**src/rtl/timer_counter_if.sv**
```systemverilog
// rtl/timer_counter_if.sv - word-addressed register bus between the system bridge and the timer
interface timer_counter_if;
  logic [1:0]  addr;
  logic        we;
  logic [31:0] din;
  logic [31:0] dout;

  modport master (output addr, output we, output din, input dout);
  modport slave  (input addr, input we, input din, output dout);
endinterface

```
**src/rtl/timer_counter.sv**
```systemverilog
// rtl/timer_counter.sv - prescaled down-counting timer with one-shot / auto-reload interrupt
module timer_counter #(
  parameter int unsigned PRESCALE = 1
) (
  input  logic             clk,
  input  logic             reset,
  timer_counter_if.slave   bus,
  output logic             irq
);

  localparam int unsigned PW = (PRESCALE > 1) ? $clog2(PRESCALE) : 1;
  localparam logic [PW-1:0] PRESC_MAX = PW'(PRESCALE - 1);

  typedef enum logic [1:0] {S_IDLE, S_LOAD, S_CNT, S_INT} state_e;

  state_e        state_q, state_d;
  logic [3:0]    ctrl_q, ctrl_d;
  logic [31:0]   preset_q, preset_d;
  logic [31:0]   count_q, count_d;
  logic          pending_q, pending_d;
  logic [PW-1:0] presc_q, presc_d;

  logic wr_ctrl, wr_preset, tick, enable, auto_reload;

  assign wr_ctrl     = bus.we && (bus.addr == 2'd0);
  assign wr_preset   = bus.we && (bus.addr == 2'd1);
  assign tick        = (presc_q == PRESC_MAX);
  assign enable      = ctrl_q[0];
  assign auto_reload = (ctrl_q[2:1] == 2'b01);

  always_comb begin
    state_d   = state_q;
    ctrl_d    = ctrl_q;
    preset_d  = preset_q;
    count_d   = count_q;
    pending_d = pending_q;
    presc_d   = presc_q;

    case (state_q)
      S_IDLE: if (enable) state_d = S_LOAD;
      S_LOAD: begin
        count_d = preset_q;
        presc_d = '0;
        state_d = S_CNT;
      end
      S_CNT: begin
        if (!enable) begin
          state_d = S_IDLE;
        end else begin
          presc_d = tick ? '0 : presc_q + PW'(1);
          // PRESET of 0 behaves like 1: expire on the first tick
          if (tick) begin
            if (count_q <= 32'd1) begin
              count_d   = '0;
              pending_d = 1'b1;
              state_d   = S_INT;
            end else begin
              count_d = count_q - 32'd1;
            end
          end
        end
      end
      S_INT: begin
        if (auto_reload) begin
          pending_d = 1'b0;
          state_d   = S_LOAD;
        end else begin
          ctrl_d[0] = 1'b0;
          state_d   = S_IDLE;
        end
      end
      default: state_d = S_IDLE;
    endcase

    // Bus writes are applied last so they win over FSM-side register updates
    if (wr_ctrl) begin
      ctrl_d    = bus.din[3:0];
      pending_d = 1'b0;
    end
    if (wr_preset) preset_d = bus.din;
  end

  always_ff @(posedge clk or posedge reset) begin
    if (reset) begin
      state_q   <= S_IDLE;
      ctrl_q    <= '0;
      preset_q  <= '0;
      count_q   <= '0;
      pending_q <= 1'b0;
      presc_q   <= '0;
    end else begin
      state_q   <= state_d;
      ctrl_q    <= ctrl_d;
      preset_q  <= preset_d;
      count_q   <= count_d;
      pending_q <= pending_d;
      presc_q   <= presc_d;
    end
  end

  always_comb begin
    case (bus.addr)
      2'd0:    bus.dout = {28'd0, ctrl_q};
      2'd1:    bus.dout = preset_q;
      2'd2:    bus.dout = count_q;
      default: bus.dout = 32'd0;
    endcase
  end

  assign irq = ctrl_q[3] & pending_q;

endmodule

```
**src/flat_wrapper.sv**
```systemverilog
// flat-port wrapper written by rule: the top's interface ports become plain ports
module timer_counter_flat 
#(
  parameter int unsigned PRESCALE = 1
)
  (clk, reset, irq, bus_addr, bus_we, bus_din, bus_dout);
  timer_counter_if bus_i ();
  input  logic clk;
  input  logic reset;
  output logic irq;
  input wire logic [$bits(bus_i.addr)-1:0] bus_addr;
  input wire logic [$bits(bus_i.we)-1:0] bus_we;
  input wire logic [$bits(bus_i.din)-1:0] bus_din;
  output wire logic [$bits(bus_i.dout)-1:0] bus_dout;
  assign bus_i.addr = bus_addr;
  assign bus_i.we = bus_we;
  assign bus_i.din = bus_din;
  assign bus_dout = bus_i.dout;
  timer_counter #(.PRESCALE(PRESCALE)) u_core (.clk(clk), .reset(reset), .bus(bus_i), .irq(irq));
endmodule
```
**config.mk**
```make
export PLATFORM = sky130hd
export DESIGN_NAME = timer_counter_flat
export DESIGN_NICKNAME = d
export VERILOG_FILES = /design/src/rtl/timer_counter_if.sv /design/src/rtl/timer_counter.sv /design/src/flat_wrapper.sv
export SDC_FILE = /design/constraint.sdc
export NUM_CORES = 1
export LEC_CHECK = 0
export BUFFER_PORTS_ARGS = -buffer_cell sky130_fd_sc_hd__buf_2
export CORE_MARGIN = 2
export CORE_UTILIZATION = 51
export DETAILED_ROUTE_END_ITERATION = 16
export GPL_TIMING_DRIVEN = 0
export PLACE_DENSITY = 0.75
export SETUP_SLACK_MARGIN = 0.1
export SLEW_MARGIN = 0
export SYNTH_ARGS = -nofsm -noshare
export SYNTH_HDL_FRONTEND = slang
export SYNTH_SLANG_ARGS = --single-unit
```
**constraint.sdc**
```tcl
create_clock -name clk -period 2.27 [get_ports clk]
set_clock_uncertainty 0.2 [all_clocks]
set_input_delay 0.227 -clock clk [delete_from_list [all_inputs] [get_ports clk]]
set_output_delay 0.227 -clock clk [all_outputs]
set_load 0.005 [all_outputs]
```
# Yosys cells after proc, flatten, opt, wreduce, memory -nomap -nowiden
# Cells that the tools add are included.
[word_totals]
reg_bits = 72
in_bits = 37
output_inout_bits = 33
elab_cells = 62
[classes]
n_lt_le_gt_ge = 1
bitwise_logic = 1
muxes = 23
n_reduce_logical = 12
n_addsub = 2
n_eq_ne = 16
[op_table]
columns = ["operator", "count"]
rows = [
  ["32-bit two-way mux", 3],
  ["32-bit one-hot mux with 3 select lines", 1],
  ["32-bit one-hot mux with 2 select lines", 1],
  ["32-bit by 1-bit less-or-equal comparator with 1-bit output (second input constant)", 1],
  ["32-bit by 1-bit subtractor with 32-bit output (second input constant)", 1],
  ["1-bit two-way mux", 11],
  ["3-bit by 1-bit inequality test with 1-bit output (second input constant)", 3],
  ["3-bit inequality test (second input constant)", 3],
  ["2-bit two-way mux", 4],
  ["2-bit one-hot mux with 4 select lines", 1],
  ["2-bit by 1-bit == test with 1-bit output (second input constant)", 3],
  ["2-bit == test (second input constant)", 3],
  ["2-bit by 1-bit inequality test with 1-bit output (second input constant)", 3],
  ["3-bit AND reduction", 2],
  ["5-bit AND reduction", 1],
  ["2-bit logical NOT", 2],
  ["1-bit one-hot mux with 2 select lines", 2],
  ["2-bit AND reduction", 2],
  ["2-bit nonzero test", 2],
  ["3-bit nonzero test", 1],
  ["1-bit logical AND", 2],
  ["2-bit inequality test (second input constant)", 1],
  ["1-bit adder (second input constant)", 1],
  ["1-bit AND", 1],
]

# Depth between registers and ports, before layout
# Gate-level depths: netlist of the first run.
[logic_depth]
depth_word = 6
depth_mapped = 9
ltp_nobuf = 7

# Worst setup path after synthesis of the first run
# Ideal clock, no wire load.
[synth_timing]
path_kind = "register to register"
start = "register u_core.count_q[12]"
end = "register u_core.count_q[20]"
setup_time_ns = 0.121
slack_ns = -0.235
n_path_buf = 0
period_less_slack_ns = 2.505
path_stages_with_launch = 6
arrival_ns = 2.184
path_cell_list = "dfrtp_1 -> or4_4 -> or3_4 -> or4_4 -> a31o_1 -> a22o_1"
[synth_via]
elab_chain_len = 5
[synth_rtl]
columns = ["item", "line", "source"]
rows = [
  ["start, declared", "timer_counter.sv:19", "logic [31:0] count_q, count_d;"],
  ["start signal, assigned", "timer_counter.sv:95", "count_q <= count_d;"],
  ["32-bit by 1-bit subtractor with 32-bit output / 32-bit by 1-bit less-or-equal comparator with 1-bit output (equally long branches)", "timer_counter.sv:58, timer_counter.sv:53", ""],
  ["32-bit two-way mux *", "timer_counter.sv:53", "if (count_q <= 32'd1) begin"],
  ["32-bit two-way mux *", "timer_counter.sv:52", "if (tick) begin"],
  ["32-bit two-way mux *", "timer_counter.sv:47", "if (!enable) begin"],
  ["32-bit one-hot mux with 2 select lines *", "timer_counter.sv:39", "case (state_q)"],
]
# Mark *: on every way between the ends. The rest lies on a longest branch, timed or not. The select of a mux whose other input is x is not followed.
# A chain may end at the register's enable or synchronous reset.

# Worst setup path in the final report of the first run
[layout_timing]
start = "register u_core.count_q[24]"
end = "register u_core.count_q[2]"
[layout_via]
elab_chain_len = 5
[layout_rtl]
columns = ["item", "line"]
rows = [
  ["32-bit by 1-bit less-or-equal comparator with 1-bit output", "timer_counter.sv:53"],
  ["32-bit two-way mux", "timer_counter.sv:53"],
  ["32-bit two-way mux", "timer_counter.sv:52"],
  ["32-bit two-way mux", "timer_counter.sv:47"],
  ["32-bit one-hot mux with 2 select lines", "timer_counter.sv:39"],
]
# No other way between the ends. The select of a mux whose other input is x is not followed.

==> impl_metrics.csv, run 1 <==
group,metric,value,unit
outcome,status,"complete, but fails checks",
logic_synthesis,syn_area_per_cell,9.86,um^2
logic_synthesis,syn_nets,462,
setup_path,path_cells,"or3_1 -> nor4_2 -> and3_1 -> buf_6 -> buf_12 -> buf_16 -> o41ai_2 -> a22o_1",
timing,grt_setup_unrepaired,"yes",
setup_path,required,2.31,ns
worst_hold_path,hold_end,"u_core.pending_q",
logic_synthesis,synth_simple_gate_area_share,0.180,
drt,initialDrtViolationCount,493,
finish,regArea,1780,um^2
pwr,power_density,1090,nW/um^2
clock_network,cts_root_buf,"clkbuf_8",
die,die_w,94.4,um
drt,ant_nets,0,
logic_synthesis,yosys.area_share.adder,0.00600,
pwr,ir_worst_vdd,0.759,mV
drt,drc,0,
worst_hold_path,hold_depth,4,
timing,finalHoldViolCount,0,
timing,period_needed,2.62,ns
logic_synthesis,yosys_most_used_dff,"dfrtp_1",
logic_synthesis,ys_async_sr_fraction,1.00,
setup_path,crit_family,"simple AND/OR/NAND/NOR gates",
setup_path,worst-r2r-setup-slack,-0.35,ns
setup_path,cpPeakStageDelay,0.51,ns
grt,grt_max_degree,43,
setup_path,cp-start-kind,"flip-flop",
drt,wl_per_cell,21.9,um
logic_synthesis,yosysUniqueCellTypes,52,
pwr,pwr-share-seq,0.348,
placement,portBuffers,68,
finish,final_util,0.759,
clock_network,h-tree-depth,3,
grt,grt_pass1_vias,4487,
pwr,internal-power,3730,uW
grt,antenna_found_initial,0,
setup_path,critPathCaptureType,"flip-flop",
timing,slew_headroom,0.475,
logic_synthesis,synth_edf_count,0,
grt,grt_pass1_wl,23.3,mm
logic_synthesis,yosysWarnings,0,
clock_network,clk_latency,0.36,ns
worst_hold_path,hold_path.class,"input pin to flip-flop",
pwr,p_switching,2760,uW
logic_synthesis,ys_ff_latch,71,
finish,nFillCells,531,
logic_synthesis,synth_compound_area_frac,0.236,
drt,vias_per_cell,6.65,
drt,drt_first_pass_iters,6,
setup_path,crit_buf_inv,3,
die,rows,32,
clock_network,clk_pin_slew_worst_paths,0.08,ns
finish,multi_input_comb_area,2490,um^2
finish,final_cell_mix,"buf_2, dfrtp_1, nand2_1",
clock_network,cts_buffers,9,
grt,grt_use_total,0.346,
clock_network,cts_buffer_depth,2,
placement,place_area,4720,um^2
pwr,leakagePower,0.00260,uW
die,start_util,0.534,
timing,fmax,0.382,GHz
clock_network,cts.sinks,71,
die,die_area,8920,um^2
die,core_region_area,7810,um^2
setup_path,crit_type,"flip-flop to flip-flop",
clock_network,cts_tree,"built",
timing,hold_slack,0.0981,ns
setup_path,cp_max_fo,5,
timing,report.final.slew_viol_count,0,
finish,antenna_cells,0,
placement,hpwl,8.90,mm
pwr,power_frac_comb,0.478,
finish,final_common_cell,"buf_2",
outcome,violations,"negative setup slack",
timing,worstMarginPinSlew,0.787,ns
placement,place_ws,-0.687,ns
timing,finalCritPeriodShare,1.15,
die,io_pins,70,
setup_path,rr_endpoint,"u_core.count_q[2]",
logic_synthesis,synth_mux_area_frac,0.106,
logic_synthesis,syn_area,4170,um^2
drt,num_vias,4523,
logic_synthesis,synth_top_family_by_area,"compound AO/OA/AOI/OAI gates",
drt,routed_wl,14.9,mm
pwr,p_clk_frac,0.174,
grt,gr-total-overflow,0,
die,die_h,94.4,um
setup_path,critPathArrivalTime,2.66,ns
timing,fin_ws,-0.350,ns
finish,nets,613,
timing,fin_tns_setup,-8.61,ns
logic_synthesis,synthCells,423,
setup_path,slowest_stage,"or3_1",
pwr,swShare,0.426,
setup_path,worst_r2r_startpoint,"u_core.count_q[24]",
finish,postLayoutCellArea,5930,um^2
logic_synthesis,synth_xor_area_frac,0,
placement,routabilityCongestion,0.924,
logic_synthesis,yosysSeqAreaShare,0.426,
timing,setup_viol,33,
finish,drive_gt1_frac,0.413,
worst_hold_path,hp-start,"bus_we",
flow_run,maxCapViolations,0,
setup_path,ff2ff_path_depth,8,
finish,synthToLayoutAreaGrowth,42.1,%
cells by family (layout without fill, tap and decap cells):
logic type	count (synthesis)	after routing
adders and majority gates	2	2
AOI/OAI and AO/OA	127	127
muxes	40	40
and+or+nand+nor	139	139
DFF	71	71
buffers and inverters	44	199
stage by stage:
| step | std cells | power, uW |
|---|---|---|
| 3_3_place_gp | 593 | 4470 |
| 2_1_floorplan | 423 | 3760 |
| 6_report | 680 | 6490 |
| 5_1_grt | 680 | 6780 |
| 4_1_cts | 673 | 6150 |
| 3_5_place_dp | 594 | 4550 |
repair_timing:
item                                   CTS  global route
setup endpoints to repair               64            53
setup buffers                           29             7
hold buffers                            33             0
endpoints found under the hold margin   65             0
gates resized for setup                 66            22
pin swaps                               25            13
gates cloned                             2             0
power groups by stage:
stage          sequential (uW)  combinational (uW)  clock (uW)
2_1_floorplan             2070                1700           0
3_3_place_gp              2210                2270           0
3_5_place_dp              2230                2320           0
4_1_cts                   2210                2820        1130
5_1_grt                   2300                3290        1190
6_report                  2260                3100        1130
Yosys cell counts, types with 3 or more instances:
cell type / n / area (um^2)
or3_1: 7 / 43.8
and2_1: 4 / 25.0
or4_1: 5 / 37.5
o221ai_1: 5 / 43.8
a22oi_1: 7 / 52.6
and3_1: 6 / 37.5
a22o_1: 41 / 359
buf_1: 3 / 11.3
nand4_1: 6 / 37.5
mux2_2: 34 / 383
o31ai_1: 9 / 67.6
nand2_1: 45 / 169
nor4_1: 5 / 31.3
buf_2: 3 / 15.0
dfrtp_1: 71 / 1780
nor3_1: 10 / 50.1
o41ai_1: 10 / 87.6
a31oi_1: 6 / 37.5
nor2b_1: 5 / 31.3
or4_4: 3 / 33.8
nand3_1: 13 / 65.1
nand2b_1: 3 / 18.8
nor2_1: 17 / 63.8
mux2i_1: 6 / 60.1
clkbuf_1: 25 / 93.8
o21ai_0: 18 / 90.1
a31o_2: 7 / 61.3
a21oi_1: 7 / 35.0
o211ai_1: 5 / 37.5
inv_1: 8 / 30.0
worst register-to-register path: stages (launching register included):
cell     delay (ns)
dfrtp_1        0.44
or3_1          0.51
nor4_2         0.43
and3_1         0.25
buf_6          0.15
buf_12         0.12
buf_16         0.11
o41ai_2        0.06
a22o_1         0.23
per-layer routing:
metal	share of wire	routed length (um)	GRT usage	vias to the layer above
met5	0	0	0	-
met4	0.047	694	0.198	0
met3	0.11	1600	0.0862	68
met2	0.45	6760	0.525	342
met1	0.39	5860	0.451	2189
li1	-	-	-	1924
state kept, by name, summed over array words and instances (netlist names):
register	flops
u_core.ctrl_q	4
u_core.pending_q	1
u_core.count_q	32
u_core.preset_q	32
u_core.state_q	2
cell type report:
| type | instances | area share |
|---|---|---|
| plain buffers | 35 | 0.0376 |
| clock buffers | 11 | 0.0238 |
| clock inverters | 4 | 0.0118 |
| inverters | 9 | 0.00654 |
| multi-input cells | 308 | 0.420 |
| flip-flops and latches | 71 | 0.301 |
| well taps | 102 | 0.0215 |
| repair buffers | 140 | 0.177 |
worst max-delay path by stage:
stage,start,endpoint,slack [ns],cells past startpoint
final,u_core.count_q[24],u_core.count_q[2],-0.35,8
after global routing,u_core.count_q[20],u_core.count_q[25],-0.40,8
after CTS,u_core.count_q[6],u_core.count_q[21],-0.27,8
after detailed placement,u_core.state_q[0],u_core.count_q[11],-0.69,5
after global placement,u_core.state_q[0],u_core.count_q[11],-0.68,5
after floorplan,u_core.count_q[15],u_core.count_q[20],-0.22,5
(Power assumes the default switching activity.)
==> run 2, diff against run 1 <==
Settings changed: RECOVER_POWER set to 25.
==> run 2 against run 1 <==
The run still ends with negative setup slack left. Register-to-register slack barely moved. Flip-flop and latch count did not move. Critical endpoint unchanged. Die area did not move. Sequential power barely moved. Sequential share of layout area barely moved. Combinational power barely moved. Highest routed layer unchanged. Utilization fell by 0.096 points. Largest cell class unchanged. Global-route usage did not move. Cell area fell by 0.13%. Hold slack improved by 0.0026 ns. Fmax rose by 0.33%. Critical path depth rose by 1.
==> impl_metrics.csv, run 2 (same netlist as run 1, synthesis figures left out) <==
group,metric,value,unit
die,start_util,0.534,
grt,antenna_found_initial,0,
die,core_region_area,7810,um^2
timing,fin_ws,-0.341,ns
finish,nFillCells,534,
clock_network,cts_buffer_depth,2,
timing,finalCritPeriodShare,1.15,
placement,place_ws,-0.687,ns
setup_path,crit_type,"flip-flop to flip-flop",
setup_path,critPathCaptureType,"flip-flop",
grt,grt_pass1_wl,23.3,mm
finish,drive_gt1_frac,0.407,
setup_path,cp_max_fo,5,
pwr,p_switching,2760,uW
pwr,swShare,0.426,
clock_network,cts_tree,"built",
drt,num_vias,4505,
timing,finalHoldViolCount,0,
die,rows,32,
grt,grt_use_total,0.346,
finish,nets,613,
clock_network,clk_latency,0.36,ns
die,die_w,94.4,um
outcome,violations,"negative setup slack",
pwr,leakagePower,0.00259,uW
placement,place_area,4720,um^2
pwr,ir_worst_vdd,0.763,mV
pwr,internal-power,3720,uW
drt,ant_nets,0,
grt,grt_max_degree,43,
setup_path,worst_path_most_repeated_cell,"buf_6",
drt,drc,0,
clock_network,clk_pin_slew_worst_paths,0.08,ns
die,die_h,94.4,um
timing,worstMarginPinSlew,1.38,ns
finish,biggestRegsByFlops,"u_core.count_q: 32 flops, u_core.preset_q: 32 flops, u_core.ctrl_q: 4 flops",
timing,fmax,0.383,GHz
drt,routed_wl,14.9,mm
finish,regArea,1780,um^2
clock_network,cts_buffers,9,
setup_path,slowest_stage,"or4_4",
placement,portBuffers,68,
drt,wl_per_cell,21.9,um
setup_path,crit_buf_inv,4,
die,die_area,8920,um^2
timing,grt_setup_unrepaired,"yes",
pwr,p_total,6480,uW
pwr,power_frac_comb,0.478,
grt,grt_pass1_vias,4487,
placement,hpwl,8.90,mm
setup_path,crit_family,"simple AND/OR/NAND/NOR gates",
drt,vias_per_cell,6.63,
clock_network,h-tree-depth,3,
setup_path,cp-start-kind,"flip-flop",
clock_network,cts.sinks,71,
finish,postLayoutCellArea,5920,um^2
finish,final_cell_mix,"buf_2, dfrtp_1, nand2_1",
timing,report.final.slew_viol_count,0,
timing,period_needed,2.61,ns
pwr,pwr-share-seq,0.348,
timing,setup_viol,33,
setup_path,path_cells,"or4_4 -> buf_6 -> nor4_4 -> and3_1 -> buf_6 -> buf_12 -> buf_16 -> o41ai_2 -> a22o_1",
worst_hold_path,hold_path.class,"input pin to flip-flop",
setup_path,critPathArrivalTime,2.65,ns
clock_network,cts_root_buf,"clkbuf_8",
pwr,p_clk_frac,0.174,
finish,synthToLayoutAreaGrowth,41.9,%
placement,routabilityCongestion,0.924,
drt,initialDrtViolationCount,466,
grt,gr-total-overflow,0,
timing,slew_headroom,0.0723,
drt,drt_first_pass_iters,6,
finish,antenna_cells,0,
setup_path,required,2.31,ns
die,io_pins,70,
flow_run,maxCapViolations,0,
setup_path,cpPeakStageDelay,0.53,ns
finish,multi_input_comb_area,2490,um^2
outcome,status,"complete, but fails checks",
pwr,power_density,1100,nW/um^2
[run 2: cell types whose count changed in the layout (fill, tap and decap cells not counted), sizes merged]
| cell | before | now |
|---|---|---|
| buf | 117 | 114 |
| clkbuf | 36 | 39 |
[run 2: per-stage QoR]
step           cells   util  hold WS, ns  setup TNS (ns)
6_report         680  0.758        0.101           -8.43
5_1_grt          680  0.758        0.109          -10.61
4_1_cts          673  0.740       0.0852           -5.42
3_5_place_dp     594  0.604        0.156          -26.66
3_3_place_gp     593  0.602        0.258          -25.49
2_1_floorplan    423      -        0.178           -2.52
[run 2: layout make-up]
type                       count  area share
tap                          102      0.0216
sequential                    71       0.301
clock buffer                  11      0.0239
timing repair buffer         140       0.177
clock inverter                 4      0.0118
buffer                        35      0.0374
multi-input combinational    308       0.421
inverter                       9     0.00613
[run 2: metal layers]
layer / routed length (um) / vias to the layer above / track usage / share of wire
met1: 5870 / 2147 / 0.451 / 0.39
met4: 810 / 0 / 0.198 / 0.054
met5: 0 / - / 0 / 0
met2: 6670 / 341 / 0.525 / 0.45
met3: 1530 / 87 / 0.0862 / 0.10
li1: - / 1930 / - / -
[run 2: power groups by stage]
stage	Combinational, uW	Sequential, uW	Clock [uW]
2_1_floorplan	1700	2070	0
3_3_place_gp	2270	2210	0
3_5_place_dp	2320	2230	0
4_1_cts	2820	2210	1130
5_1_grt	3290	2300	1190
6_report	3100	2260	1130
[run 2: path summary, 6_finish.rpt]
| kind | start | to | slack [ns] | cells past startpoint |
|---|---|---|---|---|
| worst max register to register | u_core.count_q[20] | u_core.count_q[2] | -0.34 | 9 |
| worst max-delay path | u_core.count_q[20] | u_core.count_q[2] | -0.34 | 9 |
| worst min-delay path | bus_we | u_core.pending_q | 0.10 | 4 |
| worst min register to register | u_core.preset_q[20] | u_core.preset_q[20] | 0.34 | 1 |
| max in group asynchronous | reset | u_core.count_q[23] | 0.57 | 4 |
| min in group asynchronous | reset | u_core.preset_q[8] | 0.51 | 3 |
[run 2: repair_timing]
action	CTS	global route
endpoints found under the setup margin	64	53
endpoints found under the hold margin	65	0
gates cloned	2	0
resized for setup	66	22
buffers inserted	29	7
pin swaps	25	13
hold buffers	33	0
[run 2: worst min-delay path, cell delays in order]
cell and delay, ns:
buf_2 0.09, nand2_1 0.15, nand2_1 0.11, nor2_1 0.04
==> run 3, diff against run 2 <==
Settings changed: CORE_UTILIZATION 51 to 30, PLACE_DENSITY 0.75 to 0.46.
==> run 3 against run 2 <==
The flow still finishes with violations (negative setup slack). Combinational power is 2% higher. Wire length is 5.1% higher. Sequential power about the same.
==> impl_metrics.csv, run 3 (same netlist as run 1, synthesis figures left out) <==
group,metric,value,unit
die,io_pins,70,
clock_network,clk_latency,0.35,ns
flow_run,maxCapViolations,0,
die,die_h,122,um
placement,place_ws,-0.659,ns
finish,regArea,1780,um^2
setup_path,cpPeakStageDelay,0.54,ns
setup_path,crit_type,"flip-flop to flip-flop",
finish,nets,621,
grt,grt_pass1_vias,4236,
die,die_area,14900,um^2
pwr,power_density,1100,nW/um^2
drt,routed_wl,15.6,mm
grt,grt_pass1_wl,23.9,mm
clock_network,cts_tree,"built",
finish,nFillCells,1361,
drt,initialDrtViolationCount,260,
drt,num_vias,4241,
setup_path,crit_buf_inv,4,
finish,final_util,0.456,
timing,worstMarginPinSlew,0.947,ns
grt,grt_use_total,0.216,
pwr,leakagePower,0.00268,uW
setup_path,required,2.30,ns
timing,fin_ws,-0.320,ns
drt,drt_first_pass_iters,4,
setup_path,worst-r2r-setup-slack,-0.32,ns
placement,place_area,4840,um^2
die,die_w,122,um
finish,drive_gt1_frac,0.428,
drt,drc,0,
setup_path,critPathArrivalTime,2.62,ns
outcome,violations,"negative setup slack",
grt,gr-total-overflow,0,
timing,fmax,0.386,GHz
setup_path,crit_end,"u_core.count_q[25]",
grt,antenna_found_initial,0,
timing,grt_setup_unrepaired,"yes",
outcome,status,"complete, but fails checks",
timing,report.final.slew_viol_count,0,
setup_path,cp_num_cells,9,
setup_path,crit_family,"simple AND/OR/NAND/NOR gates",
setup_path,rr_endpoint,"u_core.count_q[25]",
worst_hold_path,hold_path.class,"input pin to flip-flop",
die,rows,43,
setup_path,worst_r2r_startpoint,"u_core.count_q[21]",
timing,slew_headroom,0.369,
placement,hpwl,10.3,mm
finish,multi_input_comb_area,2550,um^2
clock_network,clk_pin_slew_worst_paths,0.06,ns
timing,setup_viol,33,
setup_path,path_cells,"or4_4 -> buf_6 -> nor4_4 -> and3_1 -> buf_6 -> buf_8 -> buf_12 -> o41ai_1 -> a22o_1",
clock_network,cts_root_buf,"clkbuf_16",
die,core_region_area,13700,um^2
setup_path,worst_path_most_repeated_cell,"buf_6",
grt,grt_max_degree,31,
finish,final_cell_mix,"buf_2, dfrtp_1, nand2_1",
drt,wl_per_cell,20.4,um
finish,antenna_cells,0,
timing,finalHoldViolCount,0,
timing,fin_tns_setup,-6.97,ns
setup_path,cp_max_fo,6,
drt,ant_nets,0,
timing,period_needed,2.59,ns
placement,portBuffers,68,
setup_path,critPathLaunch,"u_core.count_q[21]",
setup_path,critPathCaptureType,"flip-flop",
finish,biggestRegsByFlops,"u_core.count_q: 32 flops, u_core.preset_q: 32 flops, u_core.ctrl_q: 4 flops",
clock_network,cts_buffers,9,
pwr,ir_worst_vdd,0.600,mV
setup_path,slowest_stage,"or4_4",
finish,synthToLayoutAreaGrowth,49.8,%
clock_network,cts.sinks,71,
placement,routabilityCongestion,0.905,
setup_path,cp-start-kind,"flip-flop",
drt,vias_per_cell,5.53,
finish,postLayoutCellArea,6250,um^2
die,start_util,0.304,
setup_path,ff2ff_path_depth,9,
clock_network,cts_buffer_depth,2,
clock_network,h-tree-depth,3,
timing,finalCritPeriodShare,1.14,
[run 3: through the flow]
| stage | std cells | total power [uW] | hold slack (ns) |
|---|---|---|---|
| 2_1_floorplan | 423 | 3760 | 0.178 |
| 3_3_place_gp | 671 | 4580 | 0.259 |
| 3_5_place_dp | 673 | 4620 | 0.0704 |
| 4_1_cts | 752 | 6620 | 0.112 |
| 5_1_grt | 767 | 7290 | 0.177 |
| 6_report | 767 | 6890 | 0.121 |
[run 3: routing by layer]
layer | vias to the layer above | share of wire | track usage
met2 | 150 | 0.46 | 0.338
met5 | - | 0 | 0
met4 | 0 | 0.025 | 0.0812
met1 | 2108 | 0.47 | 0.291
met3 | 31 | 0.053 | 0.0487
li1 | 1952 | - | -
[run 3: how the worst min path moves through the flow]
stage / start / endpoint / slack [ns] / cells after the start
after floorplan: bus_din[29] / u_core.preset_q[29] / 0.18 / 1
after global placement: bus_din[21] / u_core.preset_q[21] / 0.26 / 2
after detailed placement: reset / u_core.preset_q[9] / 0.07 / 2
after CTS: bus_we / u_core.pending_q / 0.11 / 4
after global routing: bus_we / u_core.pending_q / 0.18 / 4
final: bus_we / u_core.pending_q / 0.12 / 4
[run 3: timing repair]
item | in CTS | in global routing
hold buffers | 33 | 0
endpoints found under the hold margin | 54 | 0
pin swaps | 18 | 9
endpoints found under the setup margin | 67 | 49
setup buffers | 29 | 17
cloned | 2 | 0
gates resized for setup | 76 | 27
[run 3: power by group]
| part | total (uW) | switching (uW) | leakage (uW) | internal, uW |
|---|---|---|---|---|
| sequential | 2290 | 596 | 0.000853 | 1700 |
| clock | 1430 | 551 | 0.000140 | 880 |
| combinational | 3170 | 1710 | 0.00169 | 1460 |
[run 3: area by class of cell]
cell class | instances | area share
Inverter | 9 | 0.00621
Tap cell | 180 | 0.0360
Timing Repair Buffer | 149 | 0.178
Sequential cell | 71 | 0.285
Clock inverter | 3 | 0.00681
Buffer | 34 | 0.0390
Clock buffer | 13 | 0.0400
Multi-Input combinational cell | 308 | 0.409
[run 3: worst min-delay path, stage by stage]
cell,delay (ns)
buf_2,0.09
nand2_1,0.16
nand2_1,0.11
nor2_1,0.04
